==> src/rtl/buzz_arbiter.sv <==
// Buzzer sound-effect arbiter: plays one of four tone channels over the background music.
// Optional build macro BUZZ_ARB_PREEMPT_EN lets a higher channel cut into a playing effect.
module buzz_arbiter #(
    parameter int SFX_LEN = 2500000,
    parameter int GAP_LEN = 250000,
    parameter int HALF_0  = 12500,
    parameter int HALF_1  = 20000,
    parameter int HALF_2  = 25000,
    parameter int HALF_3  = 50000
) (
    input  logic       clk25,
    input  logic       reset,
    input  logic       bgm_in,
    input  logic [3:0] sfx_req,
    input  logic       mute,
    output logic       buzz,
    output logic [3:0] sfx_grant,
    output logic [3:0] sfx_ack,
    output logic       sfx_active
);

    localparam logic [1:0] ST_IDLE = 2'd0;
    localparam logic [1:0] ST_PLAY = 2'd1;
    localparam logic [1:0] ST_GAP  = 2'd2;

    localparam logic [21:0] SFX_M1  = 22'(SFX_LEN - 1);
    localparam logic [21:0] GAP_M1  = 22'(GAP_LEN - 1);
    localparam logic [15:0] HALF0_M1 = 16'(HALF_0 - 1);
    localparam logic [15:0] HALF1_M1 = 16'(HALF_1 - 1);
    localparam logic [15:0] HALF2_M1 = 16'(HALF_2 - 1);
    localparam logic [15:0] HALF3_M1 = 16'(HALF_3 - 1);

    logic [1:0]  state_q, state_d;
    logic [3:0]  pending_q, pending_d;
    logic [3:0]  grant_q, grant_d;
    logic [3:0]  ack_q, ack_d;
    logic [21:0] dur_q, dur_d;
    logic [15:0] tcnt_q, tcnt_d;
    logic        tone_q, tone_d;
    logic        buzz_q;
    logic [3:0]  pend_clr;
    logic [3:0]  hi_pick;
    logic [15:0] half_m1;
    logic        do_grant;

    function automatic logic [3:0] pick_hi(input logic [3:0] p);
        logic [3:0] r;
        r = 4'b0000;
        if (p[3])      r = 4'b1000;
        else if (p[2]) r = 4'b0100;
        else if (p[1]) r = 4'b0010;
        else if (p[0]) r = 4'b0001;
        return r;
    endfunction

    assign hi_pick = pick_hi(pending_q);

    always_comb begin
        half_m1 = HALF0_M1;
        case (grant_q)
            4'b0010: half_m1 = HALF1_M1;
            4'b0100: half_m1 = HALF2_M1;
            4'b1000: half_m1 = HALF3_M1;
            default: half_m1 = HALF0_M1;
        endcase
    end

    // Requests are fire-and-forget pulses: each one latches a pending bit, and
    // sfx_ack pulses for one cycle on the edge that channel is granted.
    always_comb begin
        state_d  = state_q;
        grant_d  = grant_q;
        ack_d    = 4'b0000;
        dur_d    = dur_q;
        tcnt_d   = tcnt_q;
        tone_d   = tone_q;
        pend_clr = 4'b0000;
        do_grant = 1'b0;
        case (state_q)
            ST_IDLE: begin
                do_grant = |pending_q;
            end
            ST_PLAY: begin
                if (tcnt_q == half_m1) begin
                    tcnt_d = 16'd0;
                    tone_d = ~tone_q;
                end else begin
                    tcnt_d = tcnt_q + 16'd1;
                end
                if (dur_q == SFX_M1) begin
                    state_d = ST_GAP;
                    grant_d = 4'b0000;
                    dur_d   = 22'd0;
                    tcnt_d  = 16'd0;
                    tone_d  = 1'b0;
                end else begin
                    dur_d = dur_q + 22'd1;
                end
`ifdef BUZZ_ARB_PREEMPT_EN
                // One-hot codes order the same way as channel indices.
                do_grant = (hi_pick > grant_q);
`else
                do_grant = 1'b0;
`endif
            end
            ST_GAP: begin
                if (dur_q == GAP_M1) begin
                    state_d = ST_IDLE;
                    dur_d   = 22'd0;
                end else begin
                    dur_d = dur_q + 22'd1;
                end
            end
            default: begin
                state_d = ST_IDLE;
            end
        endcase
        if (do_grant) begin
            state_d  = ST_PLAY;
            grant_d  = hi_pick;
            ack_d    = hi_pick;
            pend_clr = hi_pick;
            dur_d    = 22'd0;
            tcnt_d   = 16'd0;
            tone_d   = 1'b0;
        end
    end

    // A request landing on the grant edge survives the clear, so it replays.
    assign pending_d = (pending_q & ~pend_clr) | sfx_req;

    always_ff @(posedge clk25) begin
        if (reset) begin
            state_q   <= ST_IDLE;
            pending_q <= 4'b0000;
            grant_q   <= 4'b0000;
            ack_q     <= 4'b0000;
            dur_q     <= 22'd0;
            tcnt_q    <= 16'd0;
            tone_q    <= 1'b0;
            buzz_q    <= 1'b0;
        end else begin
            state_q   <= state_d;
            pending_q <= pending_d;
            grant_q   <= grant_d;
            ack_q     <= ack_d;
            dur_q     <= dur_d;
            tcnt_q    <= tcnt_d;
            tone_q    <= tone_d;
            buzz_q    <= mute ? 1'b0 : ((state_q == ST_PLAY) ? tone_q : bgm_in);
        end
    end

    assign buzz       = buzz_q;
    assign sfx_grant  = grant_q;
    assign sfx_ack    = ack_q;
    assign sfx_active = (state_q == ST_PLAY);

endmodule

==> config.mk <==
export PLATFORM = sky130hd
export DESIGN_NAME = buzz_arbiter
export DESIGN_NICKNAME = d
export VERILOG_FILES = /design/src/rtl/buzz_arbiter.sv
export SDC_FILE = /design/constraint.sdc
export NUM_CORES = 1
export LEC_CHECK = 0
export CAP_MARGIN = 30
export CORE_UTILIZATION = 30
export CTS_BUF_LIST = sky130_fd_sc_hd__clkbuf_4
export DETAILED_ROUTE_END_ITERATION = 7
export PLACE_DENSITY = 0.56
export SYNTH_ARGS = -nofsm -noshare
export SYNTH_HDL_FRONTEND = slang
export SYNTH_SLANG_ARGS = --single-unit
==> constraint.sdc <==
create_clock -name clk25 -period 4.5 [get_ports clk25]
set_clock_uncertainty 0.05 [all_clocks]
set_input_delay 0.675 -clock clk25 [delete_from_list [all_inputs] [get_ports clk25]]
set_output_delay 0.675 -clock clk25 [all_outputs]
set_load 0.005 [all_outputs]
After elaboration in Yosys (flattened, before gate mapping). Index checks and enable logic that the tools add are counted.

Register bits after elaboration: 54. Bits in latches: 0. RAM bits: 0. Bits in read-only memories: 0. Input port bits: 8. Logic and storage cells: 63. Memories kept: 0.

Add/sub/neg operators: 2. Multiply operators: 0. Div/mod/pow operators: 0. Magnitude comparators: 0. Equality and inequality tests: 13. Shift-type cells: 0. Multiplexer cells: 22. Bitwise gates (word level): 5. Reduce and logical (&&, ||, !) cells: 12.

Operators with widths (number): one-hot mux 16 bit (3 select lines) (1); 2-to-1 mux 22 bit (2); one-hot mux 22 bit (2 select lines) (1); 2-to-1 mux 16 bit (2); adder 22 x 1 -> 22 bit, second input constant (1); == test 22 x 18 -> 1 bit, second input constant (1); == test 22 bit, second input constant (1); 2-to-1 mux 4 bit (5); adder 16 x 1 -> 16 bit, second input constant (1); == test 16 bit (1); nonzero test 2 bit (4); 2-to-1 mux 1 bit (6); 2-to-1 mux 2 bit (3); one-hot mux 2 bit (3 select lines) (1); AND reduction 3 bit (2); bitwise AND 4 bit (1); == test 4 x 2 -> 1 bit, second input constant (1); == test 4 x 3 -> 1 bit, second input constant (1); == test 4 bit, second input constant (1); inequality test 2 bit, second input constant (2); NOT 4 bit (1); OR 4 bit (1); AND reduction 2 bit (2); OR reduction 2 bit (2); other kinds (9) (10).

Depth between registers and ports, before layout. Gate-level depths: netlist of the first run.

Depth after elaboration: 8. Gate-level depth with buffers: 9. Gate-level depth less buffers: 8.

Worst setup path after synthesis of the first run. No wires, ideal clock.

Path type: register to register. From: register grant_q[0] (netlist: sfx_grant[0]). To: register tone_q. Setup time: 127 ps. Arrival: 2000 ps. Setup slack: 2323 ps. Cell stages (with the launch flop): 8. Path buffers: 1. Cell sequence: dfxtp_1 buf_6 nor4b_4 nand4_1 a2111oi_2 nand4_2 o21a_1 or3_1.

Cells in the longest elaborated chain, start to end: 5. Elaborated cells on any way between the ends: 7.

RTL lines: start: declaration (line 35) `logic [3:0] grant_q, grant_d;`; start signal: assignment (line 145) `grant_q <= grant_d;`; == test 4 bit, or another cell as far along (line 60) `case (grant_q)`; one-hot mux 16 bit (3 select lines) (*) (line 60); == test 16 bit (*) (line 84) `if (tcnt_q == half_m1) begin`; nonzero test 2 bit (no line) (*); AND reduction 2 bit (no line) (*); end signal: assignment (line 149) `tone_q <= tone_d;`; end: declaration (line 39) `logic tone_q, tone_d;`.

Every way passes the cells marked *; elsewhere a longest branch is shown, timed or not. A chain may end at the register's enable or synchronous reset.

Worst setup path after layout of the first run.
From: register grant_q[3] (netlist: sfx_grant[3]). To: register tcnt_q[13].

Cells in the longest elaborated chain, start to end: 5. Elaborated cells on any way between the ends: 7.

RTL lines: == test 4 bit, or another cell as far along (line 60); one-hot mux 16 bit (3 select lines) (*) (line 60); == test 16 bit (*) (line 84); 2-to-1 mux 16 bit (*) (line 84); 2-to-1 mux 16 bit (*) (line 90) `if (dur_q == SFX_M1) begin`; end signal: assignment (line 148) `tcnt_q <= tcnt_d;`; end: declaration (line 38) `logic [15:0] tcnt_q, tcnt_d;`.

Marked as above.

==> impl_results.md, run 1 <==
- Final GP Congestion: about 0.81
- Commonest cells in the netlist: dfxtp_1 (54), nor2_1 (42), nand2_1 (30)
- Worst-path fanout max: 15
- Largest net degree at the start of global routing: 22
- Final ANT Viol Nets: 0
- GRT Util Overall: 0.1270
- Number of synthesized flops with an enable pin: 0
- Yosys warns: 0
- Reg2reg start: sfx_grant[3]
- Core Box Area: between 9000 and 10000 sq um
- # setup viols final: 0
- TritonCTS clock tree: done
- HP Start: tcnt_q[1]
- Hold/Removal Path Class: flip-flop to flip-flop
- CP startpoint: sfx_grant[3]
- Max frequency: around 360 MHz
- Minimum clock period: around 2.8 ns
- Slew Viols, Final: 0
- Die Ht: 100.3 um
- Ys flop type: dfxtp_1
- Total grt overflow: 0
- Max-cap viol count: 0
- Synth area leader: dfxtp_1
- Clock Path Buffers: 2
- Post-Syn Area: 2897 sq um
- Final std cells w/o fill: between 400 and 500
- Seq/Total Area, Yosys: 0.3732
- Top Ports: 18
- TritonCTS Sinks: 54
- Startpoint types: flip-flop
- CP endpoint kind: flip-flop
- Fill cell count: 974
- Final Core Density: 0.3441
- Setup TNS Final: 0 ns
- Pwr Density: roughly 290 nW/um^2
- Post-CTS Setup Inserts: 0
- Routed via count: approximately 2300
- DR DRC count: 0
- Initial core utilization: 0.3120
- WS Path Type: flip-flop to flip-flop
- # placed instances: 471
- Cells after synthesis: 340
- Status: completed
- Synth cell types: 60
- Drt initial violations: 64
- Hold Vio Cnt, Final: 0
- Mapped Nets: roughly 350
- Ys async rst share: 0
- Synth area leaders: dfxtp_1 (37%), xor2_1 (6.7%), nor2_1 (5.4%)
- Crit path DAT: 3.00 ns
- Least-Margin Pin Slew: slightly above 0.8 ns
- Total Die Area: a little over 10000 sq um
- CTS resizes: 0
- Synthesized flop and latch total: 54
- DP HPWL: between 4000 and 5000 um
- CP Data Required Time: about 4.7 ns
- Root Buffer: clkbuf_4
- Die width: between 100 and 150 um
- Global-route wire length before repair: 10530 um
- P&R area growth vs syn: 10.28%
- Peak VDD IR: between 0.1 and 0.15 mV
- Mean Syn Cell Area: roughly 8.5 sq um
- Part of the cycle the worst path needs: 0.6249
- Top cell type's share of synthesized area: 0.3732
- Most common cell in the netlist: dfxtp_1
- RSZ-0062 raised after global routing: no
- Detailed Route WL: between 5000 and 6000 um
- DR vias/cell: ~4.8
- Share of cells above drive strength 1: 0.07714
- Wirelength per Cell: 12.25 um
- First-pass DRT Iterations: 4
- Total CTS buffers: 5
- Clk pin slew, worst setup/hold paths: roughly 0.15 ns
- Buffers on Ports: 17
- Final nets: ~360
- ANT cells: 0
- H-tree depth: 2
- Initial antenna violation count: 0
- Clk_lat worst skew: 0.37 ns
- Slew HR: 0.4432
- Number of global-route vias before repair: about 2200
- Rows: 35
- Leakage: 1.085 nW
- CTS hold repair buffers: 0
-- worst max-delay path, cell delays in order (launching register included) --
cell	delay (ns)
dfxtp_1	0.72
nor4b_4	0.12
a221o_2	0.36
a2111oi_2	0.37
nand4_2	0.22
nor3_2	0.72
nor3_1	0.10
-- kinds of logic (layout without fill, tap and decap cells) --
kind of cell | count (synthesis) | after routing | synth area share
compound gates | 51 | 51 | 0.1175
simple gates | 165 | 165 | 0.3106
fa+ha+maj | 6 | 6 | 0.02592
mux | 2 | 2 | 0.006912
xor+xnor | 36 | 36 | 0.1114
flops | 54 | 54 | 0.3732
buf+inv | 26 | 36 | 0.05442
-- path summary, 6_finish.rpt --
kind,endpoint,slack [ns],cells after the start
min reg2reg,tcnt_q[1],0.45,2
max,tcnt_q[13],1.69,6
min,tcnt_q[1],0.45,2
max reg2reg,tcnt_q[13],1.69,6
-- power by group --
part / switching (W) / internal, W
clock network: 0.000153 / 0.000123
registers: 0.0000176 / 0.000490
logic: 0.0000764 / 0.0000611
-- state kept, by name, indices dropped and copies added (netlist names) --
signal / cells
sfx_ack: 4
tone_q: 1
buzz: 1
tcnt_q: 16
state_q: 2
sfx_grant: 4
pending_q: 4
dur_q: 22
-- layout make-up --
| class | instances | area, sq um | share of cell area |
|---|---|---|---|
| Clock buffer | 6 | 45.04 | 0.01410 |
| Clock inverter | 2 | 37.54 | 0.01175 |
| Inverter | 11 | 41.29 | 0.01293 |
| Multi-Input combinational cell | 260 | 1658 | 0.5190 |
| Sequential cell | 54 | 1081 | 0.3384 |
| Tap cell | 129 | 161.4 | 0.05053 |
| Timing Repair Buffer | 17 | 170.2 | 0.05327 |
-- layout by cell type (no fill, tap or decap), types with 3 or more instances in the layout --
cell type / netlist / layout
a211oi_1: 3 / 3
a21o_1: 6 / 6
a21oi_1: 16 / 16
and2_1: 3 / 3
and3_1: 9 / 9
and3_2: 3 / 3
and4_1: 3 / 3
clkbuf_4: 0 / 6
clkdlybuf4s50_1: 0 / 17
dfxtp_1: 54 / 54
ha_1: 6 / 6
inv_1: 11 / 11
nand2_1: 30 / 30
nand3_1: 8 / 8
nand3b_1: 3 / 3
nand4_1: 12 / 12
nor2_1: 42 / 42
nor2b_1: 5 / 5
nor3_1: 18 / 18
nor3b_1: 6 / 6
o21ai_0: 9 / 9
or4b_1: 3 / 3
xnor2_1: 13 / 13
xor2_1: 22 / 22
-- metrics by stage --
step / instance area, sq um / setup WS, ns / total power [W] / hold slack (ns)
after global routing: 3194 / 1.372 / 0.0009733 / 0.5003
after floorplan: 2897 / 2.323 / 0.0006234 / 0.4021
after detailed placement: 3112 / 1.655 / 0.0006556 / 0.4320
after CTS: 3194 / 1.606 / 0.0009358 / 0.4523
final: 3194 / 1.688 / 0.0009216 / 0.4494
after global placement: 3112 / 1.664 / 0.0006545 / 0.4275
-- per-layer routing --
metal | share of wire | up-vias | wire, um | track usage
met5 | 0 | - | 0 | 0
met4 | 0.0099 | 0 | 58 | 0.03344
met3 | 0.030 | 7 | 178 | 0.02507
met2 | 0.44 | 31 | 2610 | 0.2076
met1 | 0.51 | 1065 | 3020 | 0.1707
li1 | - | 1201 | - | -
No activity file was read; power rests on OpenSTA's default activity.
==> inputs of run 2 (changes only) <==
- PLACE_DENSITY: 0.56 -> 0.58
- clock period: 4.5 -> 2.51 ns (I/O delays scaled with it)
==> impl_results.md, run 2 (same netlist as run 1, synthesis figures left out) <==
- DP HPWL: 4552 um
- Final ANT Viol Nets: 0
- Total Die Area: around 10000 sq um
- DR vias/cell: a little under 5
- Crit path DAT: approximately 2.6 ns
- Hold/Removal Path Class: flip-flop to flip-flop
- DR DRC count: 0
- Largest net degree at the start of global routing: 22
- Clk pin slew, worst setup/hold paths: between 0.15 and 0.2 ns
- PnR worst setup slack: between 0.1 and 0.15 ns
- Most flop-heavy register: dur_q
- Storage cell area: roughly 1100 sq um
- Pre-CTS setup slack: 0.05723 ns
- ANT cells: 0
- Slowest CP cell: dfxtp_1
- Reg2reg setup slack: between 0.1 and 0.15 ns
- Final nets: approximately 380
- CP endpoint kind: flip-flop
- Hold path cells: 2
- Least-Margin Pin Slew: between 0.4 and 0.5 ns
- TritonCTS clock tree: done
- Minimum clock period: around 2.4 ns
- Leakage: 1.154 nW
- Slew Viols, Final: 0
- Max-cap viol count: 0
- HP Start: tcnt_q[1]
- Status: completed
- P&R area growth vs syn: 13.61%
- R2r worst-path depth: 7
- Final GP Congestion: 0.8216
- Core Box Area: 9284 sq um
- Largest register FFs: 22
- Part of the cycle the worst path needs: 0.9431
- # setup viols final: 0
- TritonCTS Sinks: 54
- Clk_lat worst skew: approximately 0.38 ns
- Total CTS buffers: 5
- Share of cells above drive strength 1: 0.1181
- First-pass DRT Iterations: 5
- Reg2reg start: tcnt_q[0]
- Top Ports: 18
- Drt initial violations: roughly 100
- Multi-input gate area: about 1700 sq um
- Hold Vio Cnt, Final: 0
- Initial antenna violation count: 0
- Die Ht: between 100 and 150 um
- Startpoint types: flip-flop
- Detailed Route WL: 6050 um
- Buffers on Ports: 17
- Top delay family on crit path: compound AO/OA/AOI/OAI gates
- Setup TNS Final: 0 ns
- Initial core utilization: 0.3120
- Max frequency: ~420 MHz
- Commonest non-fill, non-tap cell in the layout: dfxtp_1
- Peak VDD IR: roughly 0.21 mV
- Fill cell count: just under 1000
- Rows: 35
- Total grt overflow: 0
- Final Core Density: 0.3544
- Number of global-route vias before repair: 2379
- R2R Path End: tone_q
- Global-route wire length before repair: ~11000 um
- Clock Path Buffers: 2
- WS Path Type: flip-flop to flip-flop
- CP bufs+invs: 1
- H-tree depth: 2
- Pwr Density: 479.7 nW/um^2
- Critical path, cell by cell: ha_1 -> inv_1 -> a221o_2 -> a2111oi_2 -> nand4_2 -> o21a_1 -> or3_1
- Worst-path fanout max: 5
- Biggest regs: dur_q: 22 flops, tcnt_q: 16 flops
- RSZ-0062 raised after global routing: no
- Slowest cell delay on critical path: a little over 0.4 ns
- CP Data Required Time: roughly 2.8 ns
- Hold Path Sink: tcnt_q[1]
- Root Buffer: clkbuf_4
- Wirelength per Cell: 12.27 um
- GRT Util Overall: 0.1305
- Slew HR: 0.6956
- Die width: ~100 um
- Most frequent cells in the layout: dfxtp_1 (52), nor2_1 (42), nand2_1 (30)
- Routed via count: about 2400
[run 2: repair_timing]
item,in CTS,in global routing
buffers inserted,0,0
hold buffers,0,0
resized for setup,0,2
setup endpoints to repair,0,14
[run 2: worst reg2reg max path: stages, from the launching register on]
cell	delay [ns]
dfxtp_1	0.41
ha_1	0.27
inv_1	0.06
a221o_2	0.30
a2111oi_2	0.37
nand4_2	0.23
o21a_1	0.24
or3_1	0.36
[run 2: worst max path at each step]
stage / from / end / depth (start not counted)
finish: tcnt_q[0] / tone_q / 7
global route: tcnt_q[0] / tone_q / 7
CTS: sfx_grant[1] / tone_q / 6
detailed placement: sfx_grant[1] / tone_q / 6
global placement: sfx_grant[1] / tone_q / 6
floorplan: sfx_grant[0] / tone_q / 7
[run 2: cell type report]
class | count | area share
Tap cell | 129 | 0.04905
Clock inverter | 3 | 0.006464
Clock buffer | 5 | 0.01141
Inverter | 11 | 0.01255
Multi-Input combinational cell | 260 | 0.5038
Sequential cell | 54 | 0.3293
Timing Repair Buffer | 31 | 0.08745
[run 2: power by group]
part	total, W	internal [W]	switching [W]	leakage, nW
sequential	0.000902	0.000879	0.0000229	0.438
clock	0.000394	0.000110	0.000284	0.0312
combinational	0.000282	0.000130	0.000152	0.684
total	0.00158	0.00112	0.000459	1.15
[run 2: routing by layer]
| layer | track usage | vias to the layer above | wire length (um) | part of all wire |
|---|---|---|---|---|
| li1 | - | 1226 | - | - |
| met1 | 0.1750 | 1148 | 3008 | 0.50 |
| met2 | 0.2208 | 28 | 2875 | 0.48 |
| met3 | 0.02298 | 4 | 130 | 0.021 |
| met4 | 0.02453 | 0 | 36 | 0.0060 |
| met5 | 0 | - | 0 | 0 |
[run 2: stage by stage]
step	instance area [sq um]	power (W)	instances	hold WS, ns
CTS	3288	0.001599	493	0.4541
floorplan	2897	0.001118	340	0.4021
global route	3291	0.001672	493	0.4528
detailed placement	3229	0.001202	485	0.4339
global placement	3229	0.001200	485	0.4271
finish	3291	0.001578	493	0.4558
